## src/rtl/perf_pkg.sv

```systemverilog
// Shared index map and helpers for the performance-counter bank.
package perf_pkg;

  localparam int BR_TOTAL_OFS     = 0;
  localparam int BR_CORRECT_OFS   = 1;
  localparam int BR_INCORRECT_OFS = 2;

  typedef logic [7:0] perf_idx_t;

  function automatic int num_cnt(input int num_ev);
    return num_ev + 3;
  endfunction

endpackage

```

## src/rtl/perf_monitor_bank_if.sv

```systemverilog
// Control/event inputs and read-back outputs of the performance-counter bank.
interface perf_monitor_bank_if
  import perf_pkg::*;
#(
  parameter int NUM_EV = 4,
  parameter int CNT_W  = 32
) ();

  localparam int NUM_CNT = num_cnt(NUM_EV);
  localparam int SEL_W   = $clog2(NUM_CNT);

  logic              stall;
  logic              clear;
  logic [NUM_EV-1:0] ev_i;
  logic              pred_i;
  logic              br_valid;
  logic              br_taken;
  logic              snap;
  logic [SEL_W-1:0]  rd_sel;
  logic [CNT_W-1:0]  rd_data;
  logic [NUM_CNT-1:0] ovf;

  modport master (
    output stall, clear, ev_i, pred_i, br_valid, br_taken, snap, rd_sel,
    input  rd_data, ovf
  );

  modport slave (
    input  stall, clear, ev_i, pred_i, br_valid, br_taken, snap, rd_sel,
    output rd_data, ovf
  );

endinterface

```

## src/rtl/perf_counter.sv

```systemverilog
// Single event counter with clear, sticky overflow and optional saturation.
module perf_counter #(
  parameter int CNT_W    = 32,
  parameter int SATURATE = 0
) (
  input  logic             clk,
  input  logic             rst,
  input  logic             clear,
  input  logic             inc,
  output logic [CNT_W-1:0] count,
  output logic             ovf
);

  localparam logic [CNT_W-1:0] ALL_ONES = '1;

  function automatic logic [CNT_W-1:0] bump(input logic [CNT_W-1:0] c);
    if (c != ALL_ONES) return c + CNT_W'(1);
    return (SATURATE != 0) ? ALL_ONES : '0;
  endfunction

  always_ff @(posedge clk) begin
    if (rst || clear) begin
      count <= '0;
      ovf   <= 1'b0;
    end else if (inc) begin
      count <= bump(count);
      if (count == ALL_ONES) ovf <= 1'b1;
    end
  end

endmodule

```

## src/rtl/perf_monitor_bank.sv

```systemverilog
// Performance-counter bank: generic events plus stall-aware branch statistics.
// Optional snapshot shadow bank enabled by defining PERF_SNAPSHOT_EN.
module perf_monitor_bank
  import perf_pkg::*;
#(
  parameter int NUM_EV     = 4,
  parameter int CNT_W      = 32,
  parameter int PRED_DELAY = 2,
  parameter int SATURATE   = 0
) (
  input logic               clk,
  input logic               rst,
  perf_monitor_bank_if.slave bus
);

  localparam int NUM_CNT = num_cnt(NUM_EV);
  localparam int SEL_W   = $clog2(NUM_CNT);
  localparam logic [CNT_W-1:0] ALL_ONES = '1;

  logic                pred_d;
  logic [NUM_CNT-1:0]  inc;
  logic [CNT_W-1:0]    cnt    [NUM_CNT];
  logic [CNT_W-1:0]    src    [NUM_CNT];
  logic [CNT_W-1:0]    rd_src [2**SEL_W];
  logic [NUM_CNT-1:0]  ovf_v;

  // Prediction delay line: fetch-stage prediction aligned to resolve stage
  if (PRED_DELAY == 0) begin : g_nodly
    assign pred_d = bus.pred_i;
  end else begin : g_dly
    logic [PRED_DELAY-1:0] pred_p0;
    always_ff @(posedge clk) begin
      if (rst) begin
        pred_p0 <= '0;
      end else if (!bus.stall) begin
        pred_p0[0] <= bus.pred_i;
        for (int i = 1; i < PRED_DELAY; i++) pred_p0[i] <= pred_p0[i-1];
      end
    end
    assign pred_d = pred_p0[PRED_DELAY-1];
  end

  always_comb begin
    inc = '0;
    if (!bus.stall) begin
      inc[NUM_EV-1:0]                = bus.ev_i;
      inc[NUM_EV + BR_TOTAL_OFS]     = bus.br_valid;
      inc[NUM_EV + BR_CORRECT_OFS]   = bus.br_valid && (bus.br_taken == pred_d);
      inc[NUM_EV + BR_INCORRECT_OFS] = bus.br_valid && (bus.br_taken != pred_d);
    end
  end

  for (genvar k = 0; k < NUM_CNT; k++) begin : g_cnt
    perf_counter #(.CNT_W(CNT_W), .SATURATE(SATURATE)) u_cnt (
      .clk   (clk),
      .rst   (rst),
      .clear (bus.clear),
      .inc   (inc[k]),
      .count (cnt[k]),
      .ovf   (ovf_v[k])
    );
  end

  assign bus.ovf = ovf_v;

`ifdef PERF_SNAPSHOT_EN
  function automatic logic [CNT_W-1:0] bump(input logic [CNT_W-1:0] c);
    if (c != ALL_ONES) return c + CNT_W'(1);
    return (SATURATE != 0) ? ALL_ONES : '0;
  endfunction

  logic [CNT_W-1:0] shadow [NUM_CNT];

  // Shadow captures the post-edge value, so a same-cycle increment is included
  always_ff @(posedge clk) begin
    if (rst) begin
      for (int k = 0; k < NUM_CNT; k++) shadow[k] <= '0;
    end else if (bus.snap) begin
      for (int k = 0; k < NUM_CNT; k++)
        shadow[k] <= bus.clear ? '0 : (inc[k] ? bump(cnt[k]) : cnt[k]);
    end
  end

  assign src = shadow;
`else
  logic unused_snap;
  logic [CNT_W-1:0] unused_ones;
  assign unused_snap = bus.snap;
  assign unused_ones = ALL_ONES;
  assign src = cnt;
`endif

  for (genvar k = 0; k < 2**SEL_W; k++) begin : g_rd
    if (k < NUM_CNT) begin : g_live
      assign rd_src[k] = src[k];
    end else begin : g_zero
      assign rd_src[k] = '0;
    end
  end

  // Registered read port
  always_ff @(posedge clk) begin
    if (rst) bus.rd_data <= '0;
    else     bus.rd_data <= rd_src[bus.rd_sel];
  end

endmodule

```

## src/flat_wrapper.sv

```systemverilog
// flat-port wrapper written by rule: the top's interface ports become plain ports
module perf_monitor_bank_flat import perf_pkg::*;
#(
  parameter int NUM_EV     = 4,
  parameter int CNT_W      = 32,
  parameter int PRED_DELAY = 2,
  parameter int SATURATE   = 0
)
  (clk, rst, bus_stall, bus_clear, bus_ev_i, bus_pred_i, bus_br_valid, bus_br_taken, bus_snap, bus_rd_sel, bus_rd_data, bus_ovf);
  perf_monitor_bank_if #(.NUM_EV(NUM_EV), .CNT_W(CNT_W)) bus_i ();
  input logic clk;
  input logic rst;
  input wire logic [$bits(bus_i.stall)-1:0] bus_stall;
  input wire logic [$bits(bus_i.clear)-1:0] bus_clear;
  input wire logic [$bits(bus_i.ev_i)-1:0] bus_ev_i;
  input wire logic [$bits(bus_i.pred_i)-1:0] bus_pred_i;
  input wire logic [$bits(bus_i.br_valid)-1:0] bus_br_valid;
  input wire logic [$bits(bus_i.br_taken)-1:0] bus_br_taken;
  input wire logic [$bits(bus_i.snap)-1:0] bus_snap;
  input wire logic [$bits(bus_i.rd_sel)-1:0] bus_rd_sel;
  output wire logic [$bits(bus_i.rd_data)-1:0] bus_rd_data;
  output wire logic [$bits(bus_i.ovf)-1:0] bus_ovf;
  assign bus_i.stall = bus_stall;
  assign bus_i.clear = bus_clear;
  assign bus_i.ev_i = bus_ev_i;
  assign bus_i.pred_i = bus_pred_i;
  assign bus_i.br_valid = bus_br_valid;
  assign bus_i.br_taken = bus_br_taken;
  assign bus_i.snap = bus_snap;
  assign bus_i.rd_sel = bus_rd_sel;
  assign bus_rd_data = bus_i.rd_data;
  assign bus_ovf = bus_i.ovf;
  perf_monitor_bank #(.NUM_EV(NUM_EV), .CNT_W(CNT_W), .PRED_DELAY(PRED_DELAY), .SATURATE(SATURATE)) u_core (.clk(clk), .rst(rst), .bus(bus_i));
endmodule
```

## config.mk

```make
export PLATFORM = sky130hd
export DESIGN_NAME = perf_monitor_bank_flat
export DESIGN_NICKNAME = d
export VERILOG_FILES = /design/src/rtl/perf_pkg.sv /design/src/rtl/perf_monitor_bank_if.sv /design/src/rtl/perf_counter.sv /design/src/rtl/perf_monitor_bank.sv /design/src/flat_wrapper.sv
export SDC_FILE = /design/constraint.sdc
export NUM_CORES = 1
export LEC_CHECK = 0
export CORE_UTILIZATION = 30
export CTS_CLUSTER_DIAMETER = 100
export DETAILED_ROUTE_END_ITERATION = 10
export HOLD_SLACK_MARGIN = 0.1
export PLACE_DENSITY = 0.53
export SYNTH_ARGS = -nofsm -noshare
export SYNTH_HDL_FRONTEND = slang
export SYNTH_SLANG_ARGS = --single-unit
```

## constraint.sdc

```tcl
create_clock -name clk -period 2.8 [get_ports clk]
set_clock_uncertainty 0.15 [all_clocks]
set_input_delay 0.28 -clock clk [delete_from_list [all_inputs] [get_ports clk]]
set_output_delay 0.28 -clock clk [all_outputs]
set_load 0.02 [all_outputs]
```

### Word-level counts from Yosys, hierarchy flattened

Index checks and enable logic that the tools add are counted.

* bits in registers: 265
* input bits: 15

* multiplexer cells: 39
* reduce and logical (&&, ||, !) cells: 10
* eq/ne operators: 16
* bitwise operators: 1
* add/sub/neg operators: 7
* magnitude comparators: 1

Operators with widths (number)
* $mux W32: 16
* $add A32 B1 Y32 const B: 7
* $eq A32 B32 Y1 const B: 7
* $ne A32 B32 Y1 const B: 7
* $bmux W32 S3: 1
* $mux W1: 21
* $reduce_and A2 Y1: 7
* $mux W7: 1
* $ge A4 B4 Y1 const B: 1
* $not A3 Y4: 1
* $logic_and A1 B1 Y1: 2
* $eq A1 B1 Y1: 1
* $logic_or A1 B1 Y1: 1
* $ne A1 B1 Y1: 1

### Logic depth before layout (Yosys ltp)

Gate-level depths: netlist of the first run.

* depth in word-level cells: 6
* depth in mapped cells: 8
* gate-level depth less buffers: 6

### By module

From an unflattened synthesis of the first run, not the netlist that was laid out.

* cells, all modules: 1385
* area total of the unflattened synthesis: 12993.7 um^2

By module, submodules not included
* perf_counter: area an instance 1466.4 um^2, cells an instance 164, seq. area each 660.6 um^2, times used 7
* perf_monitor_bank: area an instance 2728.9 um^2, cells an instance 237, seq. area each 680.7 um^2, times used 1

### Worst setup path after synthesis of the first run

OpenSTA, ideal clock, no wires.

* path type: register to register
* start point: register u_core.g_cnt[2].u_cnt.count[0]
* end point: register u_core.g_cnt[2].u_cnt.count[11]
* stages on the path, launching flop included: 8
* clock period less this slack: 1998 ps
* required time: 2535 ps
* arrival time: 1734 ps
* library setup time: 115 ps
* setup slack: 802 ps
* path through: dfxtp_1 ha_1 nand4_1 nor3b_1 nand3_1 o21ai_2 buf_4 nor2_1

* word-level cells in the longest chain between the ends: 5

Ends and longest elaborated chain
* start, declared: RTL line perf_counter.sv:10 `output logic [CNT_W-1:0] count,`
* start signal, assigned: RTL line perf_counter.sv:26 `count <= bump(count);`
* branches (longest 4 deep; another with $add A32 B1 Y32)
* $mux W32 (*): RTL line perf_counter.sv:18 `return (SATURATE != 0) ? ALL_ONES : '0;`

Every way passes the cells marked *. The select of a mux whose other input is x is not followed.
A chain may end at the register's enable or synchronous reset.

### Final worst setup path of the first run

* start point: register u_core.g_cnt[3].u_cnt.count[18]
* end point: register u_core.g_cnt[3].u_cnt.count[22]

* word-level cells in the longest chain between the ends: 5

Ends and longest elaborated chain (RTL line)
* start, declared: perf_counter.sv:10
* start signal, assigned: perf_counter.sv:26
* branches (longest 4 deep; another with $add A32 B1 Y32)
* $mux W32 (*): perf_counter.sv:18

Marks and branches as above.

==> results of run 1 <==
-- metal layers --
metal | part of all wire | wire length (um)
met1 | 0.50 | 19140
met2 | 0.43 | 16400
met3 | 0.055 | 2087
met4 | 0.017 | 641
met5 | 0 | 0
-- cells in the mapped netlist, types with 21 or more instances --
cell / n / share of area
nand2_1: 107 / 0.030
and4_1: 28 / 0.018
mux4_2: 32 / 0.054
dfxtp_1: 265 / 0.40
or3_1: 21 / 0.0099
buf_2: 25 / 0.0094
nor3_1: 32 / 0.012
inv_1: 23 / 0.0065
mux2i_1: 68 / 0.051
nand3_1: 91 / 0.034
xnor2_1: 104 / 0.068
nor4_1: 22 / 0.010
nand4_1: 68 / 0.032
clkbuf_1: 33 / 0.0093
xor2_1: 92 / 0.060
o21ai_0: 47 / 0.018
and3_1: 21 / 0.0099
nor2_1: 280 / 0.079
-- logic make-up after synthesis --
kind of cell	synth area share
AO/OA/AOI/OAI	0.04189
flip-flops	0.3982
XOR/XNOR	0.1289
buffers and inverters	0.03700
adder cells (fa/ha/maj)	0.006574
AND/OR/NAND/NOR	0.2798
multiplexers	0.1077
-- worst register-to-register path: stages (launching register included) --
cell and delay, ps:
dfxtp_1 420, nand4_1 190, or3_4 470, nor3_4 320, a31o_2 410, buf_12 200, nor2_1 70
-- flip-flops by register name (all words and copies together), names as in the netlist --
name                      flops
u_core.g_cnt.u_cnt.count    224
u_core.bus.rd_data           32
u_core.g_cnt.u_cnt.ovf        7
u_core.g_dly.pred_p0          2
-- through the flow --
stage / setup slack, ps / std cells / cell area (sq um)
final: 461.1 / 2168 / 15810
after detailed placement: 134.2 / 2107 / 14680
after CTS: 463.2 / 2168 / 15810
after global routing: 314.6 / 2168 / 15810
after global placement: 124.6 / 2107 / 14680
after floorplan: 801.8 / 1494 / 13320
-- worst max-delay path by stage --
stage	start	to
6_report	u_core.g_cnt[3].u_cnt.count[18]	u_core.g_cnt[3].u_cnt.count[22]
5_1_grt	u_core.g_cnt[6].u_cnt.count[8]	u_core.g_cnt[6].u_cnt.count[5]
4_1_cts	u_core.g_cnt[6].u_cnt.count[8]	u_core.g_cnt[6].u_cnt.count[10]
3_5_place_dp	bus_stall	u_core.g_cnt[3].u_cnt.count[22]
3_3_place_gp	bus_stall	u_core.g_cnt[3].u_cnt.count[18]
2_1_floorplan	u_core.g_cnt[2].u_cnt.count[0]	u_core.g_cnt[2].u_cnt.count[11]
-- where the power goes --
| group | internal (W) | total (W) | switching [W] |
|---|---|---|---|
| registers | 0.00378 | 0.00378 | 0.00000647 |
| logic | 0.000108 | 0.000293 | 0.000185 |
| clock network | 0.00267 | 0.00438 | 0.00171 |
| total | 0.00656 | 0.00846 | 0.00190 |
-- area by class of cell --
class                           instances  area, sq um  share of cell area
Clock inverter                         12        131.4            0.008310
Tap cell                              585        732.0             0.04630
Inverter                               23        86.33            0.005461
Timing Repair Buffer                  107         1021             0.06458
Sequential cell                       265         5305              0.3356
Multi-Input combinational cell       1127         7536              0.4767
Clock buffer                           49        997.2             0.06308
==> impl_metrics.tcl, run 1 <==
set metrics [dict create \
    outcome "complete, no violations" \
    cts_buffer_depth 3 \
    drive_gt1_frac 0.1156 \
    p_leak_nw 5.213 \
    rsz0062_at_grt "no" \
    nFillCells 4447 \
    antenna_found_initial 0 \
    clock-root-buffer "clkbuf_16" \
    finalPower_w 0.008456 \
    top_usage_layer "met2" \
    min_path_type "in -> reg" \
    cpPeakStageDelay_ps 470 \
    yosysSeqAreaShare 0.3982 \
    globalRouteMet2Util 0.2585 \
    setup_viol 0 \
    worst_pin_slew_ps 1243 \
    start_kind "flip-flop" \
    final-hold-violation-count 0 \
    fin_crit_ps 2339 \
    gp_congestion 0.8492 \
    drc 0 \
    use_met1 0.2529 \
    nets 1580 \
    grt_pass1_wl_um 59840 \
    io_pins 54 \
    met3_usage 0.02780 \
    ys_seq_elements 265 \
    wl_per_cell_um 17.65 \
    whs_path_depth 3 \
    post_cts_buffers 0 \
    syn_nets 1516 \
    cts-resized-gates 0 \
    htreeDepth 2 \
    powerDensity_nw_per_um2 534.9 \
    arrival_ps 2610 \
    crit_type "reg -> reg" \
    ant_nets 0 \
    ir_worst_vdd_mv 0.4098 \
    syn-cell-area_sq_um 13320 \
    firstDrtPassIters 5 \
    reg2reg_depth 6 \
    holdBufCountCts 0 \
    die_x_um 212.7 \
    die_h_um 212.7 \
    syn_inst 1494 \
    critical_path.slowest_cell "or3_4" \
    area_growth_pct 18.66 \
    fp-row-count 76 \
    final_util 0.3638 \
    max_cap_violations 0 \
    min_to "u_core.bus.rd_data[2]" \
    num_antenna_cells 0 \
    max_freq_ghz 0.4275 \
    critPathBufInv 1 \
    die-area_sq_um 45260 \
    setup_tns_ps 0 \
    finalMaxSlewViolations 0 \
    hpwl_um 28030 \
    via_per_inst 5.013 \
    r2r_end "u_core.g_cnt[3].u_cnt.count[22]" \
    min_from "bus_rd_sel[1]" \
    ys.warnings.count 0 \
    cts_tree "built" \
    ys_types 57 \
    relSlewSlack 0.1675 \
    final_common_cell "nor2_1" \
    period_share 0.8353 \
    hold_ws_ps 157.7 \
    synth_area_per_cell_sq_um 8.918 \
    critical-path-top-delay-family "simple AND/OR/NAND/NOR gates" \
    start_util 0.3066 \
    cp.depth 6 \
    drtIter0Drc 748 \
    ff2ff_setup_slack_ps 460 \
    path_clk_slew_ps 60 \
    io_buffer_count 52 \
    ys.flop_type "dfxtp_1" \
    grt_use_total 0.1718 \
    synth-async-reset-ratio 0 \
    vias 10870 \
    layout_common_cells "279 x nor2_1, 265 x dfxtp_1, 107 x nand2_1" \
    cts_buffers 34 \
    grt_start_max_net_pins 65 \
    worstSkewPairLatency_ps 530 \
    worstSetupEndpointType "flip-flop" \
    coreArea_sq_um 43460 \
    cp_cell_sequence "nand4_1, or3_4, nor3_4, a31o_2, buf_12, nor2_1" \
    cts.sinks 265 \
    cp.required_ps 3070 \
    grt_overflow 0 \
    wirelength_um 38270 \
    worstReg2RegStart "u_core.g_cnt[3].u_cnt.count[18]" \
    crit_path_max_fanout 18 \
    grt_pass1_vias 10250 \
    synth-edff-count 0 \
]
(Power assumes the default switching activity.)
==> run 2: changes to the inputs <==
- clock period: 2.8 -> 2.4 ns (I/O delays scaled with it)
==> run 2 against run 1 <==
Critical path depth up 1. Non-clock buffer count up 45. Register-to-register slack worse by 290 ps. Clock-buffer cell count down 5. Total power up 12%. Largest power group unchanged. Utilization up 0.59 points. Via count up 1.6%. First-iteration DRC count up 15%.
==> impl_metrics.tcl, run 2 (synthesis results as in run 1) <==
set metrics [dict create \
    area_growth_pct 20.59 \
    grt_overflow 0 \
    ant_nets 0 \
    critical-path-top-delay-family "simple AND/OR/NAND/NOR gates" \
    nFillCells 4445 \
    vias 11040 \
    start_kind "flip-flop" \
    cts_tree "built" \
    path_clk_slew_ps 60 \
    antenna_found_initial 1 \
    critPathBufInv 2 \
    reg.largest.list "u_core.g_cnt.u_cnt.count (224), u_core.bus.rd_data (32), u_core.g_cnt.u_cnt.ovf (7)" \
    grt_pass1_vias 10450 \
    cp.required_ps 2710 \
    worst_pin_slew_ps 1210 \
    hpwl_um 28740 \
    grt_start_max_net_pins 65 \
    start_util 0.3066 \
    period_share 0.9289 \
    num_antenna_cells 0 \
    rsz0062_at_grt "no" \
    largest_reg_flops 224 \
    fin_cells 2208 \
    arrival_ps 2540 \
    max_cap_violations 0 \
    grt_use_total 0.1735 \
    outcome "complete, no violations" \
    htreeDepth 1 \
    place_ws_ps -131.4 \
    powerDensity_nw_per_um2 588.8 \
    setup_viol 0 \
    fp-row-count 76 \
    io_buffer_count 52 \
    coreArea_sq_um 43460 \
    cts.sinks 265 \
    fin_crit_ps 2229 \
    io_pins 54 \
    hold_ws_ps 130.1 \
    setup_ws_ps 170.6 \
    relSlewSlack 0.1925 \
    die-area_sq_um 45260 \
    cts_buffer_depth 3 \
    max_freq_ghz 0.4485 \
    min_path_type "in -> reg" \
    wirelength_um 38860 \
    nets 1622 \
    drtIter0Drc 863 \
    crit_path_max_fanout 28 \
    die_h_um 212.7 \
    final_common_cell "nor2_1" \
    grt_pass1_wl_um 60760 \
    finalMaxSlewViolations 0 \
    cp_cell_sequence "nand4_1, nor4_2, buf_4, nand3_1, o21ai_4, buf_12, nor2_1" \
    gp_congestion 0.8511 \
    clock-root-buffer "clkbuf_16" \
    worstSetupEndpointType "flip-flop" \
    via_per_inst 5.001 \
    firstDrtPassIters 5 \
    setup_tns_ps 0 \
    final-hold-violation-count 0 \
    layout_common_cells "279 x nor2_1, 265 x dfxtp_1, 107 x nand2_1" \
    place_inst 2151 \
    drive_gt1_frac 0.1368 \
    drc 0 \
    cpPeakStageDelay_ps 460 \
    critical_path.slowest_cell "dfxtp_1" \
    cts_buffers 31 \
    regMostFlops "u_core.g_cnt.u_cnt.count" \
    wl_per_cell_um 17.60 \
    worstSkewPairLatency_ps 580 \
    multi_input_area_sq_um 7542 \
    die_x_um 212.7 \
    regArea_sq_um 5305 \
    crit_type "reg -> reg" \
    final_util 0.3697 \
    p_leak_nw 5.387 \
    ir_worst_vdd_mv 0.4073 \
]
## run 2: changes by cell type in the layout (fill, tap and decap cells not counted)
cell	change
clkbuf_16	-3
clkbuf_1	+1
dlygate4sd3_1	+1
nor4_1	-1
nor4_2	+1
clkinv_2	+2
buf_12	+3
inv_6	-1
buf_4	+41
clkinv_8	-1
clkbuf_8	-3
## run 2: path summary, 6_finish.rpt
kind	startpoint	to	slack, ps	depth (start not counted)
worst max-delay path	u_core.g_cnt[1].u_cnt.count[16]	u_core.g_cnt[1].u_cnt.count[3]	170	7
worst min-delay path	bus_pred_i	u_core.g_dly.pred_p0[0]	130	3
worst max register to register	u_core.g_cnt[1].u_cnt.count[16]	u_core.g_cnt[1].u_cnt.count[3]	170	7
worst min register to register	u_core.g_cnt[0].u_cnt.ovf	u_core.g_cnt[0].u_cnt.ovf	320	1
## run 2: area by class of cell
cell class | count | area share
Clock buffer | 44 | 0.05506
Tap cell | 585 | 0.04556
Inverter | 23 | 0.005374
Clock inverter | 12 | 0.007243
Sequential cell | 265 | 0.3302
Multi-Input combinational cell | 1127 | 0.4695
Timing Repair Buffer | 152 | 0.08707
## run 2: per-stage QoR
| stage | power (W) | area (sq um) |
|---|---|---|
| floorplan | 0.004732 | 13320 |
| global placement | 0.004879 | 15050 |
| detailed placement | 0.004882 | 15050 |
| CTS | 0.009601 | 16060 |
| global route | 0.009789 | 16070 |
| finish | 0.009460 | 16070 |
## run 2: tightest hold or removal path, delay by kind of cell
| kind | cells | cell delay (ps) |
|---|---|---|
| buf+inv | 1 | 400 |
| mux | 1 | 120 |
| simple gates | 1 | 50 |
## run 2: timing repair
item	in CTS	in global routing
gates resized for setup	0	1
buffers inserted	0	0
setup endpoints to repair	0	28
endpoints found under the hold margin	6	0
hold buffers	1	0
## run 2: routing by layer
layer  vias up  global-route usage  wire [um]
li1       5424                   -          -
met1      5317              0.2575      19420
met2       242              0.2542      16160
met3        60             0.02750       2139
met4         0             0.05433       1130
met5         -                   0          0
## run 2: report_power, final
part	switching (W)	internal (W)
Combinational	0.000223	0.000149
Clock	0.00192	0.00276
Sequential	0.00000744	0.00441
Total	0.00215	0.00731
==> run 3: changes to the inputs <==
- ABC_CLOCK_PERIOD_IN_PS: default -> 2400
==> results of run 3 <==
No change in the layout: final DEF, timing and power equal those of run 2.
